## config.mk

```make
export PLATFORM = sky130hd
export DESIGN_NAME = inst_code_writer_flat
export DESIGN_NICKNAME = d
export VERILOG_FILES = /design/src/rtl/inst_code_writer_if.sv /design/src/rtl/inst_code_writer.sv /design/src/flat_wrapper.sv
export SDC_FILE = /design/constraint.sdc
export NUM_CORES = 1
export LEC_CHECK = 0
export CAP_MARGIN = 10
export CORE_MARGIN = 3
export CORE_UTILIZATION = 42
export DETAILED_ROUTE_END_ITERATION = 7
export PLACE_DENSITY = 0.83
export SLEW_MARGIN = 20
export SYNTH_ARGS = -nofsm -noshare
export SYNTH_HDL_FRONTEND = slang
export SYNTH_SLANG_ARGS = --single-unit
```

## constraint.sdc

```tcl
create_clock -name clk -period 3.55 [get_ports clk]
set_input_delay 0.8875 -clock clk [delete_from_list [all_inputs] [get_ports clk]]
set_output_delay 0.8875 -clock clk [all_outputs]
set_load 0.01 [all_outputs]
```

## src/rtl/inst_code_writer_if.sv

```systemverilog
// Field-set handshake and instruction-memory write bus of inst_code_writer.
// slave = the writer block; master = field source plus instruction RAM.
interface inst_code_writer_if #(
  parameter int ADDR_W = 6
);
  logic              in_valid;
  logic              in_ready;
  logic [5:0]        op_code;
  logic [4:0]        rs_addr;
  logic [4:0]        rt_addr;
  logic [4:0]        rd_addr;
  logic [4:0]        shamt;
  logic [5:0]        funct;
  logic              mem_we;
  logic [ADDR_W-1:0] mem_addr;
  logic [31:0]       mem_wdata;
  logic [31:0]       mem_rdata;

  modport master (
    output in_valid, op_code, rs_addr, rt_addr, rd_addr, shamt, funct, mem_rdata,
    input  in_ready, mem_we, mem_addr, mem_wdata
  );

  modport slave (
    input  in_valid, op_code, rs_addr, rt_addr, rd_addr, shamt, funct, mem_rdata,
    output in_ready, mem_we, mem_addr, mem_wdata
  );
endinterface

```

## src/rtl/inst_code_writer.sv

```systemverilog
// Packs MIPS R-format field sets into 32-bit Inst_codes and writes them to sequential
// instruction-memory words. Define READBACK_EN to add a read-back VERIFY cycle per word.
module inst_code_writer #(
  parameter int ADDR_W     = 6,
  parameter int DEPTH      = 64,
  parameter int START_ADDR = 0
) (
  input  logic              clk,
  input  logic              rst,
  input  logic              load_start,
  input  logic              load_end,
  inst_code_writer_if.slave bus,
  output logic [ADDR_W:0]   word_count,
  output logic              full,
  output logic              done,
  output logic              err,
  output logic [7:0]        LED
);

  typedef enum logic [2:0] {
    IDLE,
    ACCEPT,
    WRITE,
    VERIFY,
    FULL
  } state_t;

  localparam logic [ADDR_W:0]   DEPTH_W = (ADDR_W + 1)'(DEPTH);
  localparam logic [ADDR_W-1:0] START_W = ADDR_W'(START_ADDR);

  state_t            state;
  state_t            state_nxt;
  logic [ADDR_W-1:0] ptr;
  logic              end_pend;
  logic              end_pend_nxt;
  logic              open_session;
  logic              handshake;
  logic              word_done;
  logic              done_nxt;
  logic [ADDR_W:0]   count_inc;

  always_ff @(posedge clk) begin
    if (!rst) state <= IDLE;
    else      state <= state_nxt;
  end

  always_comb begin
    state_nxt    = state;
    open_session = 1'b0;
    handshake    = 1'b0;
    word_done    = 1'b0;
    done_nxt     = 1'b0;
    end_pend_nxt = end_pend;
    count_inc    = word_count + 1'b1;
    case (state)
      IDLE: begin
        if (load_start) begin
          open_session = 1'b1;
          end_pend_nxt = 1'b0;
          state_nxt    = ACCEPT;
        end
      end
      ACCEPT: begin
        if (bus.in_valid) begin
          handshake    = 1'b1;
          end_pend_nxt = load_end;
          state_nxt    = WRITE;
        end else if (load_end) begin
          done_nxt  = 1'b1;
          state_nxt = IDLE;
        end
      end
      WRITE: begin
        word_done = 1'b1;
`ifdef READBACK_EN
        if (load_end) end_pend_nxt = 1'b1;
        state_nxt = VERIFY;
`else
        if (end_pend || load_end) begin
          end_pend_nxt = 1'b0;
          done_nxt     = 1'b1;
          state_nxt    = IDLE;
        end else if (count_inc == DEPTH_W) begin
          state_nxt = FULL;
        end else begin
          state_nxt = ACCEPT;
        end
`endif
      end
`ifdef READBACK_EN
      // word_count already includes the word just written
      VERIFY: begin
        if (end_pend || load_end) begin
          end_pend_nxt = 1'b0;
          done_nxt     = 1'b1;
          state_nxt    = IDLE;
        end else if (word_count == DEPTH_W) begin
          state_nxt = FULL;
        end else begin
          state_nxt = ACCEPT;
        end
      end
`endif
      FULL: begin
        if (load_end) begin
          done_nxt  = 1'b1;
          state_nxt = IDLE;
        end else if (load_start) begin
          open_session = 1'b1;
          end_pend_nxt = 1'b0;
          state_nxt    = ACCEPT;
        end
      end
      default: state_nxt = IDLE;
    endcase
  end

  // mem_addr/mem_wdata are captured at the handshake so they hold through WRITE and VERIFY
  always_ff @(posedge clk) begin
    if (!rst) begin
      ptr           <= START_W;
      word_count    <= '0;
      end_pend      <= 1'b0;
      done          <= 1'b0;
      bus.mem_addr  <= START_W;
      bus.mem_wdata <= '0;
    end else begin
      done     <= done_nxt;
      end_pend <= end_pend_nxt;
      if (open_session) begin
        ptr        <= START_W;
        word_count <= '0;
      end
      if (handshake) begin
        bus.mem_wdata <= {bus.op_code, bus.rs_addr, bus.rt_addr,
                          bus.rd_addr, bus.shamt, bus.funct};
        bus.mem_addr  <= ptr;
      end
      if (word_done) begin
        ptr        <= ptr + 1'b1;
        word_count <= count_inc;
      end
    end
  end

`ifdef READBACK_EN
  always_ff @(posedge clk) begin
    if (!rst)                                                  err <= 1'b0;
    else if (open_session)                                     err <= 1'b0;
    else if (state == VERIFY && bus.mem_rdata != bus.mem_wdata) err <= 1'b1;
  end
`else
  logic unused_rdata;
  assign unused_rdata = ^bus.mem_rdata;
  assign err          = 1'b0;
`endif

  assign bus.in_ready = (state == ACCEPT);
  assign bus.mem_we   = (state == WRITE);
  assign full         = (state == FULL);
  assign LED          = {state != IDLE, full, word_count[5:0]};

endmodule

```

## src/flat_wrapper.sv

```systemverilog
// flat-port wrapper written by rule: the top's interface ports become plain ports
module inst_code_writer_flat 
#(
  parameter int ADDR_W     = 6,
  parameter int DEPTH      = 64,
  parameter int START_ADDR = 0
)
  (clk, rst, load_start, load_end, word_count, full, done, err, LED, bus_in_valid, bus_op_code, bus_rs_addr, bus_rt_addr, bus_rd_addr, bus_shamt, bus_funct, bus_mem_rdata, bus_in_ready, bus_mem_we, bus_mem_addr, bus_mem_wdata);
  inst_code_writer_if #(.ADDR_W(ADDR_W)) bus_i ();
  input  logic clk;
  input  logic rst;
  input  logic load_start;
  input  logic load_end;
  output logic [ADDR_W:0] word_count;
  output logic full;
  output logic done;
  output logic err;
  output logic [7:0] LED;
  input wire logic [$bits(bus_i.in_valid)-1:0] bus_in_valid;
  input wire logic [$bits(bus_i.op_code)-1:0] bus_op_code;
  input wire logic [$bits(bus_i.rs_addr)-1:0] bus_rs_addr;
  input wire logic [$bits(bus_i.rt_addr)-1:0] bus_rt_addr;
  input wire logic [$bits(bus_i.rd_addr)-1:0] bus_rd_addr;
  input wire logic [$bits(bus_i.shamt)-1:0] bus_shamt;
  input wire logic [$bits(bus_i.funct)-1:0] bus_funct;
  input wire logic [$bits(bus_i.mem_rdata)-1:0] bus_mem_rdata;
  output wire logic [$bits(bus_i.in_ready)-1:0] bus_in_ready;
  output wire logic [$bits(bus_i.mem_we)-1:0] bus_mem_we;
  output wire logic [$bits(bus_i.mem_addr)-1:0] bus_mem_addr;
  output wire logic [$bits(bus_i.mem_wdata)-1:0] bus_mem_wdata;
  assign bus_i.in_valid = bus_in_valid;
  assign bus_i.op_code = bus_op_code;
  assign bus_i.rs_addr = bus_rs_addr;
  assign bus_i.rt_addr = bus_rt_addr;
  assign bus_i.rd_addr = bus_rd_addr;
  assign bus_i.shamt = bus_shamt;
  assign bus_i.funct = bus_funct;
  assign bus_i.mem_rdata = bus_mem_rdata;
  assign bus_in_ready = bus_i.in_ready;
  assign bus_mem_we = bus_i.mem_we;
  assign bus_mem_addr = bus_i.mem_addr;
  assign bus_mem_wdata = bus_i.mem_wdata;
  inst_code_writer #(.ADDR_W(ADDR_W), .DEPTH(DEPTH), .START_ADDR(START_ADDR)) u_core (.clk(clk), .rst(rst), .load_start(load_start), .load_end(load_end), .bus(bus_i), .word_count(word_count), .full(full), .done(done), .err(err), .LED(LED));
endmodule
```

# Word level (Yosys, flattened, before mapping)
# Index checks and enable logic that the tools add are counted.
[op_classes]
add_sub_neg = 2
n_mul = 0
div_mod_pow = 0
n_lt_le_gt_ge = 0
n_eq_ne = 8
n_shift = 0
n_mux = 26
bitwise = 0
reduce_logical = 6
[ops]
columns = ["cell", "n"]
rows = [
  ["3-bit 2-to-1 mux", 6],
  ["7-bit 2-to-1 mux", 2],
  ["1-bit 2-to-1 mux", 12],
  ["6-bit 2-to-1 mux", 2],
  ["3-bit one-hot mux with 4 select lines", 1],
  ["7-bit by 1-bit adder with 7-bit output, second input constant", 1],
  ["7-bit equality test, second input constant", 1],
  ["6-bit by 1-bit adder with 6-bit output, second input constant", 1],
  ["2-bit != test, second input constant", 2],
  ["1-bit one-hot mux with 4 select lines", 1],
  ["4-bit AND reduction", 1],
  ["4-bit nonzero test", 1],
  ["3-bit by 1-bit equality test with 1-bit output, second input constant", 1],
  ["3-bit by 2-bit equality test with 1-bit output, second input constant", 1],
  ["3-bit equality test, second input constant", 1],
  ["3-bit zero test", 1],
  ["3-bit != test, second input constant", 1],
  ["1-bit one-hot mux with 3 select lines", 1],
  ["3-bit nonzero test", 1],
  ["2-bit by 1-bit != test with 1-bit output, second input constant", 1],
  ["1-bit one-hot mux with 2 select lines", 1],
  ["2-bit nonzero test", 1],
  ["1-bit logical OR", 1],
]
[totals]
reg_bits = 56
latchBits = 0
ram_bits = 0
rom_bits = 0
input_bits = 69
mem_count = 0

# Logic depth before layout (Yosys ltp)
# Gate-level depths: netlist (run 1).
[logic_depth]
depth_word = 5
depth_mapped = 8
ltp_nobuf = 5

# Worst setup path after synthesis (run 1)
# OpenSTA, ideal clock, no wires.
[synth_path]
path_kind = "register -> output"
startpoint = "reg u_core.state[1]"
endpoint = "out LED[6]"
t_arrival_ps = 1224
required_ps = 2663
slack_ps = 1438
stages_incl_launch_ff = 4
cell_sequence = "dfxtp_1 clkbuf_1 nor3b_1 buf_4"
[synth_between]
elab_chain_len = 1
[synth_lines]
columns = ["item", "line_no", "rtl"]
rows = [
  ["from (decl)", "inst_code_writer.sv:31", "state_t state;"],
  ["from (signal assigned)", "inst_code_writer.sv:44", "else state <= state_nxt;"],
  ["3-bit equality test", "inst_code_writer.sv:160", "assign full = (state == FULL);"],
  ["to (decl)", "flat_wrapper.sv:18", "output logic [7:0] LED;"],
]
# Every way passes these cells.

# Final worst setup path (run 1)
[layout_path]
startpoint = "reg u_core.state[1]"
endpoint = "out bus_mem_we"
[layout_between]
elab_chain_len = 1
[layout_lines]
columns = ["item", "line_no", "rtl"]
rows = [
  ["3-bit by 2-bit equality test with 1-bit output", "inst_code_writer.sv:159", "assign bus.mem_we = (state == WRITE);"],
  ["to (decl)", "flat_wrapper.sv:28", "output wire logic [$bits(bus_i.mem_we)-1:0] bus_mem_we;"],
]
# Every way passes these cells.

==> flow_summary_export.csv, run 1 <==
group,metric,value,unit
routing,wl_met2,2900,µm
cts,cts_resized,0,
timing,period_share,84.6,%
synthesis,seq_area_frac_synth,46.0,%
synthesis,ys_ff_latch,56,
pwr,vdd_drop_max,213,µV
pwr,power,1.15,mW
global_route,grt_pass1_vias,2137,
synthesis,async_flop_share,0,%
cts,clock_sinks,56,
finish,fin_util,61.8,%
floorplanning,core,5570,µm²
floorplanning,dieArea,6750,µm²
cts,htreeDepth,2,
finish,nFillCells,504,
timing,setup_tns,0,ns
placement,pre_cts_ws,0.857,ns
pwr,p_leak,1.22,nW
critical_path,crit_required,2.66,ns
floorplanning,start_util,43.7,%
synthesis,synth_edf_count,0,
placement,place.gp.congestion,0.803,
synthesis,syn_area,2440,µm²
routing,drt_pass1_iterations,4,
timing,tightest_slew,0.673,ns
routing,met1_length,2590,µm
cts,cts-root-buf,"clkbuf_8",
critical_path,rrSetupSlack,1.53,ns
synthesis,synth_top_flop_cell,"dfxtp_1",
status,status,"finished clean",
cts,cts_tree,"built",
critical_path,rr_endpoint,"u_core.ptr[4]",
critical_path,r2r_start,"u_core.state[1]",
finish,syn_to_final_growth,41.3,%
routing,drt-total-wl,5860,µm
global_route,grt_max_degree,23,
placement,dpl.hpwl,4180,µm
routing,maxUsedRoutingLayer,"met4",
routing,wl_met3,321,µm
floorplanning,die_x,82.2,µm
routing,routedWlPerCell,13.2,µm
cts,numCtsBuffers,5,
routing,drcViolationCount,0,
cts,clkLatencyLatePin,0.30,ns
global_route,grt.overflow.total,0,
timing,finalWorstSetupSlack,0.545,ns
synthesis,netlist-cell-type-count,43,
floorplanning,rows,27,
run,maxCapViolations,0,
timing,rsz0062_at_grt,"false",
timing,slew_violations,0,
critical_path,critPathArrivalTime,2.12,ns
critical_path,path_max_fanout,14,
finish,layout-drive-gt1-share,4.30,%
floorplanning,ioPinCount,127,
routing,first_iter_violations,150,
finish,final_cell_mix,"clkdlybuf4s50_1 (93), nand2_1 (85), dfxtp_1 (56), a21boi_0 (42), nor2_1 (10)",
global_route,grt_use_total,17.4,%
cts,cts_buffer_depth,2,
placement,io_buffers,93,
finish,final_common_cell,"clkdlybuf4s50_1",
min_path,holdPathEnd,"u_core.bus.mem_wdata[12]",
min_path,min_from,"u_core.bus.mem_wdata[12]",
critical_path,cp-end-kind,"primary output",
routing,routed_via_density,5.06,
cts,clk_pin_slew_worst_paths,0.10,ns
timing,final.min_clock_period,3.00,ns
timing,relSlewSlack,55.0,%
timing,setup_viol,0,
global_route,antenna_found_initial,0,
cts,cts_hold_buf,0,
min_path,hold_path.class,"reg2reg",
cts,post_cts_buffers,0,
timing,fmax,0.333,GHz
critical_path,r2r_cells,6,
timing,hold_viol,0,
synthesis,syn_inst,293,
global_route,grt_pass1_wl,9420,µm
synthesis,synth_nets,364,
finish,fin_cells,444,
critical_path,critPathLaunchType,"flop",
routing,via_count,2248,
floorplanning,die_h,82.2,µm
placement,dp_cells,436,
finish,final_nets,442,
finish,diodes,0,
min_path,min_path_cells,2,
routing,final_antenna_net_count,0,
timing,fin_worst_skew,0.0112,ns
critical_path,criticalPathCategory,"reg2out",
pwr,power.density,333,nW/µm²
synthesis,yosysWarnings,0,
synthesis,synth_area_per_cell,8.32,µm²
## synth_stat cells (all sizes together) (2+ instances only)
cell type / count / area, µm²
dfxtp: 56 / 1120
xnor2: 2 / 17.5
nor2: 10 / 37.5
nand3: 6 / 30.0
a21boi: 43 / 323
and2: 4 / 25.0
clkbuf: 12 / 45.0
inv: 3 / 11.3
o21ai: 9 / 45.0
a31oi: 2 / 12.5
ha: 2 / 25.0
nor3b: 2 / 20.0
a21oi: 3 / 15.0
o211a: 3 / 30.0
nand2: 85 / 319
nor2b: 2 / 12.5
o31ai: 3 / 22.5
nor3: 3 / 15.0
or3: 3 / 18.8
a22oi: 2 / 15.0
and3: 2 / 12.5
nand2b: 2 / 12.5
o2111ai: 2 / 17.5
buf: 16 / 103
## worst max-delay path, cell delays in order (launching register included)
cell	delay (ns)
dfxtp_1	0.61
or3b_1	0.55
inv_1	0.12
clkdlybuf4s50_1	0.54
## state kept, by name, indices dropped and copies added, names as in the netlist
register and count:
u_core.bus.mem_addr 6, u_core.end_pend 1, u_core.done 1, u_core.word_count 7
u_core.ptr 6, u_core.bus.mem_wdata 32, u_core.state 3
## where the power goes
| part | leakage [nW] | switching [mW] | internal, mW |
|---|---|---|---|
| registers | 0.453 | 0.0106 | 0.643 |
| clock network | 0.0414 | 0.202 | 0.141 |
| logic | 0.723 | 0.0637 | 0.0863 |
## layout make-up
cell class / instances / area, µm² / area share, %
Sequential cell: 56 / 1120 / 32.5
Clock buffer: 6 / 72.6 / 2.11
Clock inverter: 2 / 16.3 / 0.472
Inverter: 3 / 11.3 / 0.327
Multi-Input combinational cell: 206 / 1160 / 33.6
Tap cell: 72 / 90.1 / 2.62
Timing Repair Buffer: 99 / 976 / 28.3
## layer usage
layer,GRT usage (%),vias up
met4,5.65,0
met3,3.04,2
li1,-,1134
met1,21.6,1055
met5,0,-
met2,30.2,57
## cell families after synthesis
logic type / share of synthesized area [%]
simple gates: 23.0
compound gates: 21.8
flops: 46.0
buf+inv: 6.52
xor+xnor: 1.08
fa+ha+maj: 1.03
other cells: 0.154
mux: 0.411
## per-stage QoR
step | hold WS [ns] | cell area, µm²
3_5_place_dp | 0.456 | 3360
5_1_grt | 0.495 | 3440
2_1_floorplan | 0.454 | 2440
4_1_cts | 0.471 | 3440
6_report | 0.466 | 3440
3_3_place_gp | 0.448 | 3360
## how the worst max path moves through the flow
stage | end | slack, ns | start
after detailed placement | u_core.bus.mem_wdata[15] | 0.86 | bus_in_valid
after CTS | bus_mem_we | 0.54 | u_core.state[1]
after global routing | bus_mem_we | 0.45 | u_core.state[1]
after floorplan | LED[6] | 1.44 | u_core.state[1]
after global placement | bus_mem_we | 0.90 | u_core.state[1]
final | bus_mem_we | 0.55 | u_core.state[1]
Power figures use the tool's default switching activity.
==> inputs of run 2 (changes only) <==
--- a/config.mk
+++ b/config.mk
@@ -7,9 +7,9 @@
 export LEC_CHECK = 0
 export CAP_MARGIN = 10
 export CORE_MARGIN = 3
-export CORE_UTILIZATION = 42
+export CORE_UTILIZATION = 36
 export DETAILED_ROUTE_END_ITERATION = 7
-export PLACE_DENSITY = 0.83
+export PLACE_DENSITY = 0.75
 export SLEW_MARGIN = 20
 export SYNTH_ARGS = -nofsm -noshare
 export SYNTH_HDL_FRONTEND = slang
==> constraint.sdc (replaced) <==
create_clock -name clk -period 2.45 [get_ports clk]
set_input_delay 0.6125 -clock clk [delete_from_list [all_inputs] [get_ports clk]]
set_output_delay 0.6125 -clock clk [all_outputs]
set_load 0.01 [all_outputs]
==> run 2 against run 1 <==
Compared with the run above:
- clock skew shrank 0.0056 ns
- combinational power grew 49%
- critical path depth is the same
- power grew 59%
- clock power grew 91%
- largest cell class unchanged
- critical endpoint unchanged
- die area grew 15%
- sequential cell count is the same
- setup slack lost 0.48 ns
- clock-buffer cell count grew 1
- wire length shrank 2.2%
- sequential power grew 45%
==> flow_summary_export.csv, run 2 (synthesis results as in run 1) <==
group,metric,value,unit
placement,place.gp.congestion,0.794,
routing,drt-total-wl,5730,µm
timing,setup_viol,0,
routing,routed_via_density,4.85,
finish,final_common_cell,"clkdlybuf4s50_1",
placement,dpl.hpwl,4170,µm
min_path,min_path_cells,2,
cts,cts_resized,1,
min_path,min_from,"u_core.bus.mem_wdata[13]",
floorplanning,die_x,88.3,µm
global_route,grt_pass1_wl,9300,µm
cts,cts-root-buf,"clkbuf_8",
timing,fmax,0.420,GHz
cts,cts_hold_buf,0,
floorplanning,start_util,37.7,%
critical_path,criticalPathCategory,"reg2out",
global_route,antenna_found_initial,0,
critical_path,r2r_start,"u_core.state[1]",
finish,regMostFlops,"u_core.bus.mem_wdata",
finish,largest_register_ffs,32,
floorplanning,rows,29,
cts,htreeDepth,2,
critical_path,path_max_fanout,4,
pwr,power.share.sequential,51.9,%
routing,final_antenna_net_count,0,
pwr,p_int,1.42,mW
finish,final_cell_mix,"clkdlybuf4s50_1 (93), nand2_1 (85), dfxtp_1 (55), a21boi_0 (42), buf_4 (11)",
timing,tightest_slew,0.623,ns
finish,nFillCells,611,
cts,clk_pin_slew_worst_paths,0.10,ns
timing,period_share,97.3,%
critical_path,critPathLaunchType,"flop",
status,status,"finished clean",
placement,io_buffers,93,
finish,final_nets,447,
timing,setup_tns,0,ns
run,maxCapViolations,0,
critical_path,critPathArrivalTime,1.77,ns
cts,numCtsBuffers,5,
floorplanning,dieArea,7790,µm²
routing,routedWlPerCell,12.6,µm
floorplanning,ioPinCount,127,
pwr,p_sw_share,22.0,%
global_route,grt_pass1_vias,2076,
critical_path,rrSetupSlack,0.73,ns
timing,final.min_clock_period,2.38,ns
cts,clock_sinks,56,
critical_path,crit_required,1.84,ns
critical_path,r2r_cells,4,
global_route,grt_max_degree,24,
finish,layout-drive-gt1-share,6.37,%
cts,cts_buffer_depth,2,
floorplanning,die_h,88.3,µm
pwr,pwr-share-comb,12.2,%
pwr,p_leak,1.27,nW
global_route,grt.overflow.total,0,
min_path,holdPathEnd,"u_core.bus.mem_wdata[13]",
pwr,p_switching,402,µW
timing,fin_worst_skew,0.00553,ns
critical_path,rr_endpoint,"u_core.word_count[5]",
timing,rsz0062_at_grt,"false",
cts,post_cts_buffers,0,
pwr,power.density,516,nW/µm²
timing,relSlewSlack,58.3,%
min_path,hold_path.class,"reg2reg",
critical_path,crit_chain,"or3b_1 -> inv_1 -> clkdlybuf4s50_1",
finish,top_regs,"u_core.bus.mem_wdata (32), u_core.word_count (7)",
pwr,vdd_drop_max,268,µV
routing,drcViolationCount,0,
cts,clkLatencyLatePin,0.31,ns
global_route,grt_use_total,14.7,%
critical_path,cp-end-kind,"primary output",
timing,hold_viol,0,
critical_path,critPathMaxStageDelay,0.54,ns
finish,syn_to_final_growth,45.2,%
timing,slew_violations,0,
finish,diodes,0,
critical_path,critPathLaunch,"u_core.state[1]",
critical_path,cp_slowest_cell,"clkdlybuf4s50_1",
routing,via_count,2202,
pwr,power,1.83,mW
floorplanning,core,6460,µm²
cts,cts_tree,"built",
routing,first_iter_violations,67,
pwr,p_clk_share,35.9,%
routing,drt_pass1_iterations,4,
## run 2: worst max path at each step
stage | to | slack, ns | cells after the start
3_5_place_dp | LED[6] | 0.24 | 2
2_1_floorplan | LED[6] | 0.61 | 3
3_3_place_gp | u_core.state[0] | 0.25 | 5
6_report | bus_mem_we | 0.07 | 3
4_1_cts | bus_mem_we | 0.04 | 3
5_1_grt | bus_mem_we | 0.02 | 3
## run 2: final cells by class
type | count | area, µm² | share of cell area, %
Inverter | 3 | 11.3 | 0.318
Clock buffer | 7 | 96.3 | 2.72
Sequential cell | 56 | 1120 | 31.7
Multi-Input combinational cell | 206 | 1170 | 33.0
Tap cell | 77 | 96.3 | 2.72
Timing Repair Buffer | 104 | 1010 | 28.6
Clock inverter | 1 | 30.0 | 0.849
## run 2: per-layer routing
metal  vias to the layer above  global-route usage, %  part of all wire [%]
li1                       1145                      -                     -
met1                       997                   18.8                    46
met2                        54                   25.2                    47
met3                         6                   2.42                   5.3
met4                         0                   4.95                   1.4
met5                         -                      0                     0
## run 2: through the flow
| stage | util (%) | hold slack [ns] | area [µm²] | setup WS (ns) | std cells |
|---|---|---|---|---|---|
| finish | 54.8 | 0.466 | 3540 | 0.0667 | 454 |
| global route | 54.8 | 0.487 | 3540 | 0.0200 | 454 |
| CTS | 54.7 | 0.470 | 3530 | 0.0389 | 454 |
| detailed placement | 52.6 | 0.456 | 3400 | 0.243 | 446 |
| global placement | 52.6 | 0.449 | 3400 | 0.251 | 446 |
| floorplan | - | 0.454 | 2440 | 0.613 | 293 |
## run 2: critical path, delay by kind of cell, from the launching register on
family | cells | cell delay, ns
buffers and inverters | 2 | 0.63
flip-flops | 1 | 0.44
AND/OR/NAND/NOR | 1 | 0.40
## run 2: power groups by stage
stage                     combinational (mW)  clock, mW  sequential [mW]
final                                  0.223      0.655            0.947
after CTS                              0.227      0.680            0.947
after global routing                   0.246      0.709            0.950
after floorplan                       0.0892          0            0.973
after detailed placement               0.226          0            0.967
after global placement                 0.224          0            0.966
